### config.mk
export PLATFORM = sky130hd
export DESIGN_NAME = input_mems
export DESIGN_NICKNAME = d
export VERILOG_FILES = /design/src/rtl/input_mems.sv
export SDC_FILE = /design/constraint.sdc
export NUM_CORES = 2
export LEC_CHECK = 0
export BUFFER_PORTS_ARGS = -buffer_cell sky130_fd_sc_hd__buf_2
export CAP_MARGIN = 20
export CORE_UTILIZATION = 68
export DETAILED_ROUTE_END_ITERATION = 7
export PLACE_DENSITY = 0.84
export SLEW_MARGIN = 20
export SYNTH_ARGS = -nofsm -noshare
export SYNTH_HDL_FRONTEND = slang
export SYNTH_SLANG_ARGS = --single-unit
### constraint.sdc
create_clock -name clk -period 6.8 [get_ports clk]
set_input_delay 0.68 -clock clk [delete_from_list [all_inputs] [get_ports clk]]
set_output_delay 0.68 -clock clk [all_outputs]
set_load 0.01 [all_outputs]
### src/rtl/input_mems.sv
// Input-side frame buffer for the 2D convolution accelerator: loads W (KxK) and X (RxC)
// from an AXI-Stream into two dual-port memories and serves 1-cycle random reads until released.

module memory_dual_port #(
    parameter int DW    = 12,
    parameter int DEPTH = 81,
    parameter int AW    = 7
) (
    input  logic          clk,
    input  logic          rst_n,
    input  logic          i_we,
    input  logic [AW-1:0] i_waddr,
    input  logic [DW-1:0] i_wdata,
    input  logic [AW-1:0] i_raddr,
    output logic [DW-1:0] o_rdata
);
    logic [DW-1:0] r_mem [DEPTH];

    always_ff @(posedge clk) begin
        if (i_we) r_mem[i_waddr] <= i_wdata;
    end

    // Same-address write-during-read forwards the incoming word.
    always_ff @(posedge clk or negedge rst_n) begin
        if (!rst_n)
            o_rdata <= '0;
        else if (i_we && (i_waddr == i_raddr))
            o_rdata <= i_wdata;
        else
            o_rdata <= r_mem[i_raddr];
    end
endmodule

module input_mems #(
    parameter  int INW    = 12,
    parameter  int R      = 9,
    parameter  int C      = 8,
    parameter  int MAXK   = 9,
    localparam int XADDRW = $clog2(R*C),
    localparam int WADDRW = $clog2(MAXK*MAXK),
    localparam int KW     = $clog2(MAXK+1)
) (
    input  logic              clk,
    input  logic              reset,
    input  logic [INW-1:0]    AXIS_TDATA,
    input  logic              AXIS_TVALID,
    input  logic [KW:0]       AXIS_TUSER,
    output logic              AXIS_TREADY,
    output logic              inputs_loaded,
    input  logic              compute_finished,
    output logic [KW-1:0]     K,
    input  logic [XADDRW-1:0] X_read_addr,
    output logic [INW-1:0]    X_data,
    input  logic [WADDRW-1:0] W_read_addr,
    output logic [INW-1:0]    W_data
);
    localparam int NMAX = (MAXK*MAXK > R*C) ? MAXK*MAXK : R*C;
    localparam int CNTW = $clog2(NMAX);

    typedef enum logic [1:0] {S_IDLE, S_LOAD_W, S_LOAD_X, S_DONE} state_t;

    state_t          r_state, w_state_next;
    logic [CNTW-1:0] r_cnt, w_cnt_next;
    logic [KW-1:0]   r_k, w_k_next;
    logic            w_xfer, w_we_w, w_we_x, w_last_w, w_last_x;
    logic [2*KW-1:0] w_kk;

    assign AXIS_TREADY   = reset && (r_state != S_DONE);
    assign inputs_loaded = (r_state == S_DONE);
    assign K             = r_k;

    assign w_xfer   = AXIS_TVALID && AXIS_TREADY;
    assign w_kk     = {{KW{1'b0}}, r_k} * {{KW{1'b0}}, r_k};
    assign w_last_w = (32'(r_cnt) == (32'(w_kk) - 32'd1));
    assign w_last_x = (32'(r_cnt) == R*C-1);

    always_ff @(posedge clk or negedge reset) begin
        if (!reset) begin
            r_state <= S_IDLE;
            r_cnt   <= '0;
            r_k     <= '0;
        end else begin
            r_state <= w_state_next;
            r_cnt   <= w_cnt_next;
            r_k     <= w_k_next;
        end
    end

    // In IDLE the counter is always zero, so r_cnt doubles as the write address in every state.
    always_comb begin
        w_state_next = r_state;
        w_cnt_next   = r_cnt;
        w_k_next     = r_k;
        w_we_w       = 1'b0;
        w_we_x       = 1'b0;
        case (r_state)
            S_IDLE: begin
                if (w_xfer) begin
                    if (AXIS_TUSER[0]) begin
                        w_k_next = AXIS_TUSER[KW:1];
                        w_we_w   = 1'b1;
                        if (AXIS_TUSER[KW:1] == KW'(1)) begin
                            w_state_next = S_LOAD_X;
                            w_cnt_next   = '0;
                        end else begin
                            w_state_next = S_LOAD_W;
                            w_cnt_next   = CNTW'(1);
                        end
                    end else begin
                        w_we_x = 1'b1;
                        if (R*C == 1) begin
                            w_state_next = S_DONE;
                            w_cnt_next   = '0;
                        end else begin
                            w_state_next = S_LOAD_X;
                            w_cnt_next   = CNTW'(1);
                        end
                    end
                end
            end
            S_LOAD_W: begin
                if (w_xfer) begin
                    w_we_w = 1'b1;
                    if (w_last_w) begin
                        w_state_next = S_LOAD_X;
                        w_cnt_next   = '0;
                    end else begin
                        w_cnt_next = r_cnt + CNTW'(1);
                    end
                end
            end
            S_LOAD_X: begin
                if (w_xfer) begin
                    w_we_x = 1'b1;
                    if (w_last_x) begin
                        w_state_next = S_DONE;
                        w_cnt_next   = '0;
                    end else begin
                        w_cnt_next = r_cnt + CNTW'(1);
                    end
                end
            end
            S_DONE: begin
                if (compute_finished) w_state_next = S_IDLE;
            end
            default: w_state_next = S_IDLE;
        endcase
    end

    memory_dual_port #(.DW(INW), .DEPTH(MAXK*MAXK), .AW(WADDRW)) u_w_mem (
        .clk     (clk),
        .rst_n   (reset),
        .i_we    (w_we_w),
        .i_waddr (r_cnt[WADDRW-1:0]),
        .i_wdata (AXIS_TDATA),
        .i_raddr (W_read_addr),
        .o_rdata (W_data)
    );

    memory_dual_port #(.DW(INW), .DEPTH(R*C), .AW(XADDRW)) u_x_mem (
        .clk     (clk),
        .rst_n   (reset),
        .i_we    (w_we_x),
        .i_waddr (r_cnt[XADDRW-1:0]),
        .i_wdata (AXIS_TDATA),
        .i_raddr (X_read_addr),
        .o_rdata (X_data)
    );
endmodule
# ---- Yosys cells after proc, flatten, opt, wreduce, memory -nomap -nowiden
# Memory sizes are Yosys's and may differ from the RTL's. A register that Yosys moved wholly into a read port is not among the register bits.
# Index checks and enable logic that the tools add are counted.
dict set report word_totals {
  regBits 13
  ramBits 1836
  out_inout_bits 30
  mem_count 2
}
# name words width read_ports rd_clocked_by_memory_dff wr line
set mem_list {}
lappend mem_list {u_w_mem.r_mem 81 12 1 1 1 17} ;# logic [DW-1:0] r_mem [DEPTH];
lappend mem_list {u_x_mem.r_mem 72 12 1 1 1 17}
dict set report op_classes {
  addsub 2
  n_mul 1
  eq_ne 13
  n_mux 28
  reduce_logical 9
}
# operator n
set op_table {}
lappend op_table {{$mux 7} 6}
lappend op_table {{$eq 7x32->1} 1}
lappend op_table {{$pmux 7 s3} 1}
lappend op_table {{$mux 2} 8}
lappend op_table {{$ne 2x2->1 const B} 6}
lappend op_table {{$mux 1} 10}
lappend op_table {{$sub 8x1->9 const B} 1}
lappend op_table {{$mul 4x4->8} 1}
lappend op_table {{$pmux 2 s4} 1}
lappend op_table {{$add 7x1->7 const B} 1}
lappend op_table {{$eq 7x7->1 const B} 1}
lappend op_table {{$reduce_and 6->1} 1}
lappend op_table {{$eq 2x2->1 const B} 2}
lappend op_table {{$eq 4x1->1 const B} 1}
lappend op_table {{$pmux 1 s2} 2}
lappend op_table {{$reduce_and 4->1} 1}
lappend op_table {{$reduce_and 3->1} 1}
lappend op_table {{$reduce_bool 3->1} 1}
lappend op_table {{$eq 2x1->1 const B} 1}
lappend op_table {{$logic_and 1x1->1} 2}
lappend op_table {{$logic_not 1->1} 2}
lappend op_table {{$logic_not 2->1} 1}
lappend op_table {{$ne 2x1->1 const B} 1}

# ---- Longest topological paths before layout
dict set report logic_depth {
  ltp_word 7
  depth_mapped 13
  ltp_nobuf 13
}

# ---- Modules after synthesis
# Synthesis repeated with hierarchy kept, for this count alone.
dict set report unflattened {
  hier_cells 3611
  area_unflattened_um2 73757.0
}
# mod n_inst cells_per_inst area_per_inst_um2 seq_area_each_um2
set modules_own_cells {}
lappend modules_own_cells {{memory_dual_port (u_w_mem)} 1 1838 38261.7 29488.3}
lappend modules_own_cells {{memory_dual_port (u_x_mem)} 1 1598 34085.2 26245.2}
lappend modules_own_cells {input_mems 1 175 1410.1 325.3}

# ---- Worst setup path before layout
# OpenSTA, ideal clock, no wires.
dict set report synth_path {
  path_type {register -> register}
  from {register r_k[0], in the netlist K[0]}
  to {register r_state[0]}
  arrival_time_ns 3.310
  required_ns 6.671
  path_slack_ns 3.361
  stages_incl_launch_ff 14
  n_path_buf 1
  cell_sequence {dfrtp_1 -> buf_2 -> or3_1 -> o21ai_0 -> a22oi_1 -> xor2_1 -> ha_1 -> ha_1 -> a21o_1 -> a31oi_1 -> o21ai_0 -> xor2_1 -> a211o_1 -> o41a_1}
}
dict set report synth_via {
  elab_chain_cells 5
}
# element line
set synth_rtl {}
lappend synth_rtl {{start, declared} 64} ;# logic [KW-1:0] r_k, w_k_next;
lappend synth_rtl {{start signal, assigned} 85} ;# r_k <= w_k_next;
lappend synth_rtl {{$mul 4x4->8} 73} ;# assign w_kk = {{KW{1'b0}}, r_k} * {{KW{1'b0}}, r_k};
lappend synth_rtl {{$sub 8x1->9} 74} ;# assign w_last_w = (32'(r_cnt) == (32'(w_kk) - 32'd1));
lappend synth_rtl {{$eq 7x32->1} 74}
lappend synth_rtl {{$ne 2x2->1 (no line)} -}
lappend synth_rtl {{$reduce_and 6->1 (no line)} -}
lappend synth_rtl {{end signal, assigned} 83} ;# r_state <= w_state_next;
lappend synth_rtl {{end, declared} 62} ;# state_t r_state, w_state_next;
# Every way passes these cells.
# A chain may end at the register's enable or synchronous reset.

# ---- Worst setup path in the final report
dict set report layout_path {
  from {register r_state[1]}
  to {memory u_w_mem.r_mem[56][10] (enable)}
}
dict set report layout_via {
  elab_chain_cells 7
  elab_cells_between_ends 10
  cone_classes {2 x eq/ne; 5 x mux; 3 x reduce/logical}
}
# element line
set layout_rtl {}
lappend layout_rtl {{$ne 2x2->1} 68} ;# assign AXIS_TREADY = reset && (r_state != S_DONE);
lappend layout_rtl {{$logic_and 1x1->1} 68}
lappend layout_rtl {{$logic_and 1x1->1} 72} ;# assign w_xfer = AXIS_TVALID && AXIS_TREADY;
lappend layout_rtl {{$mux 1 (on tied branches)} {122, 98}}
lappend layout_rtl {{$pmux 1 s2 (*)} 96} ;# case (r_state)
lappend layout_rtl {{$mux 1 (*)} 20} ;# if (i_we) r_mem[i_waddr] <= i_wdata;
lappend layout_rtl {{$mux 1 (not written as such) (*)} 20}
lappend layout_rtl {{end, declared} 17}
# Mark *: on every way between the ends. The rest lies on a longest branch, timed or not.

==> results.json <==
{
  "grt_pass1_vias": 39079,
  "synth.distinct_cells": 60,
  "path_max_fanout": 12,
  "grt_pass1_wl_mm": 280,
  "root_buffer": "clkbuf_16",
  "final.min_clock_period_ps": 4470,
  "first_iter_violations": 7022,
  "gp_congestion": 0.909,
  "grtUsageTotal_pct": 37.0,
  "ys.flop_type": "edfxtp_1",
  "layout.nets": 3607,
  "portBuffers": 64,
  "maxSlewViolCount": 0,
  "clockBufferDepth": 3,
  "syn_inst": 3457,
  "yosys.area_share.simple_pct": 2.73,
  "hp-class": "input port to asynchronous set/reset pin",
  "holdWs_ps": 88.3,
  "initial_core_util_pct": 68.8,
  "end_kind": "flop",
  "core_area_um2": 106000,
  "setup_violations": 0,
  "finalSetupTns_ps": 0,
  "max_cap_violations": 0,
  "critical_path_required_ps": 7200,
  "hold_viol_final": 0,
  "yosysWarnings": 0,
  "postCtsResizedCells": 0,
  "drcViolationCount": 10,
  "tightest_slew_ps": 1280,
  "ctsHoldBuffers": 0,
  "p_leak_nw": 25.3,
  "ant_nets": 0,
  "max_slew_margin_pct": 14.4,
  "arrival_ps": 4870,
  "synth_top_family_by_area": "multiplexers",
  "vias": 39380,
  "syn_area_per_cell_um2": 21.0,
  "place_hpwl_mm": 102,
  "final.setup_skew_ps": 40.4,
  "die-area_um2": 108000,
  "grt_setup_unrepaired": "false",
  "numClockSinks": 1873,
  "ys_top_cells_by_count": "1836 x edfxtp_1, 434 x mux4_2, 202 x nor2_1",
  "ys_seq_elements": 1873,
  "chipHeight_um": 329,
  "cts_max_level": 4,
  "firstDrtPassIters": 8,
  "synthMuxAreaShare_pct": 15.3,
  "synth_edf_count": 1836,
  "synth-compound-area-share_pct": 3.16,
  "path_class": "flop to flop",
  "grt_max_degree": 114,
  "synth_xor_area_share_pct": 0.289,
  "syn_nets": 3507,
  "drive_gt1_share_pct": 24.9,
  "failed_checks": "design-rule violations",
  "synth_largest_area_cell": "edfxtp_1",
  "status": "finished with violations",
  "start_kind": "flop",
  "async_reset_ff_share_pct": 1.98,
  "synthAdderAreaFrac_pct": 0.258,
  "synth_top_area_share_pct": 75.8,
  "clk_pin_slew_worst_paths_ps": 70,
  "ios": 65,
  "antenna_found_initial": 7,
  "post-route-period-util_pct": 65.7,
  "avgRoutedWirePerCell_um": 38.6,
  "insertion_delay_ps": 810,
  "tritoncts": "built",
  "grt_overflow": 0,
  "ys_top_cells_by_area": "edfxtp_1 76%, mux4_2 13%, mux2i_1 1.6%",
  "vdd_drop_max_v": 0.000266,
  "netlist_area_um2": 72700,
  "yosysMostFrequentCell": "edfxtp_1",
  "placementRows": 119,
  "cts_buffers": 173,
  "drt-total-wl_mm": 196,
  "fmax_mhz": 224,
  "area_growth_pct": 10.5,
  "cts_setup_buffers": 0,
  "via_per_inst": 7.73,
  "power.density_nw_per_um2": 306,
  "die_w_um": 329,
  "synth-seq-area-share_pct": 77.1
}
worst max-delay path, cell delays in order, from the launching register on:
cell,delay [ps]
dfrtp_1,430
inv_1,110
ha_1,260
nand2_1,130
a21oi_1,850
nand2_1,1070
nor2_1,1210
layout by cell type, fill, tap and decap left out, types with 8 or more instances in the layout:
cell / instances
edfxtp_1: 1836
mux4_2: 434
clkbuf_16: 175
nor2_1: 119
mux2i_1: 115
nand2_1: 105
nor2_2: 83
a22oi_1: 78
buf_4: 63
o21ai_0: 52
o22ai_1: 52
buf_2: 46
clkinv_1: 40
nor3_1: 39
dfrtp_1: 37
clkbuf_1: 32
clkinv_2: 26
a22o_1: 24
o21a_1: 17
nand3_1: 16
mux2_2: 15
ha_1: 15
bufinv_16: 15
a21oi_1: 14
xor2_1: 14
nand2b_1: 14
o221ai_1: 14
nand4_1: 14
nor2b_1: 12
a31oi_1: 12
a2111oi_0: 10
a32oi_1: 10
xnor2_1: 10
inv_1: 9
a211oi_1: 9
clkinvlp_4: 8
final timing paths:
| check | endpoint | slack [ps] | depth (start not counted) | startpoint |
|---|---|---|---|---|
| max | u_w_mem.r_mem[56][10] | 2330 | 6 | r_state[1] |
| min | K[0] | 90 | 2 | reset |
| max reg2reg | u_w_mem.r_mem[56][10] | 2330 | 6 | r_state[1] |
| min reg2reg | r_state[1] | 770 | 3 | r_state[1] |
| max in group asynchronous | u_w_mem.o_rdata[2] | 6200 | 2 | reset |
| min in group clk | K[2] | 120 | 3 | AXIS_TUSER[3] |
power by group:
group / switching, mW / internal, mW / total, mW
logic: 1.35 / 0.695 / 2.04
clock network: 4.37 / 5.37 / 9.74
registers: 0.0942 / 12.7 / 12.8
total: 5.81 / 18.8 / 24.6
metal layers:
| layer | GRT usage (%) | routed length, um |
|---|---|---|
| met5 | 0 | 43 |
| met4 | 18.4 | 11800 |
| met3 | 10.4 | 28300 |
| met2 | 57.0 | 92100 |
| met1 | 49.3 | 64200 |
registers in the layout, indices dropped and copies added, names as in the netlist:
name and flops:
u_w_mem.o_rdata 12, K 4, u_w_mem.r_mem 972, u_x_mem.r_mem 864, r_cnt 7, r_state 2, u_x_mem.o_rdata 12
kinds of logic (layout without fill, tap and decap cells):
family                   Yosys count  in the layout
multiplexers                     564            564
XOR/XNOR                          24             24
flip-flops                      1873           1873
AO/OA/AOI/OAI                    325            325
AND/OR/NAND/NOR                  449            449
adder cells (fa/ha/maj)           15             15
other                              0              3
buffers and inverters            207            449
final cells by class:
| type | instances | area [um^2] |
|---|---|---|
| Clock buffer | 212 | 4570 |
| Multi-Input combinational cell | 1377 | 16000 |
| Timing Repair Buffer | 122 | 920 |
| Sequential cell | 1873 | 56100 |
| Inverter | 10 | 37.5 |
| Tap cell | 1391 | 1740 |
| Clock inverter | 105 | 987 |
| Antenna cell | 3 | 7.51 |
| Fill cell | 4893 | 25400 |
metrics by stage:
step	util [%]	power, mW	cells	setup WS [ps]	area (um^2)
4_1_cts	75.7	24.5	5087	2450	80100
6_report	76.0	24.6	5093	2330	80400
3_5_place_dp	70.5	15.0	4770	2480	74500
5_1_grt	76.0	25.1	5090	2230	80400
3_3_place_gp	70.5	14.9	4770	2720	74500
2_1_floorplan	-	14.3	3457	3360	72700
No activity file was read; power rests on OpenSTA's default activity.
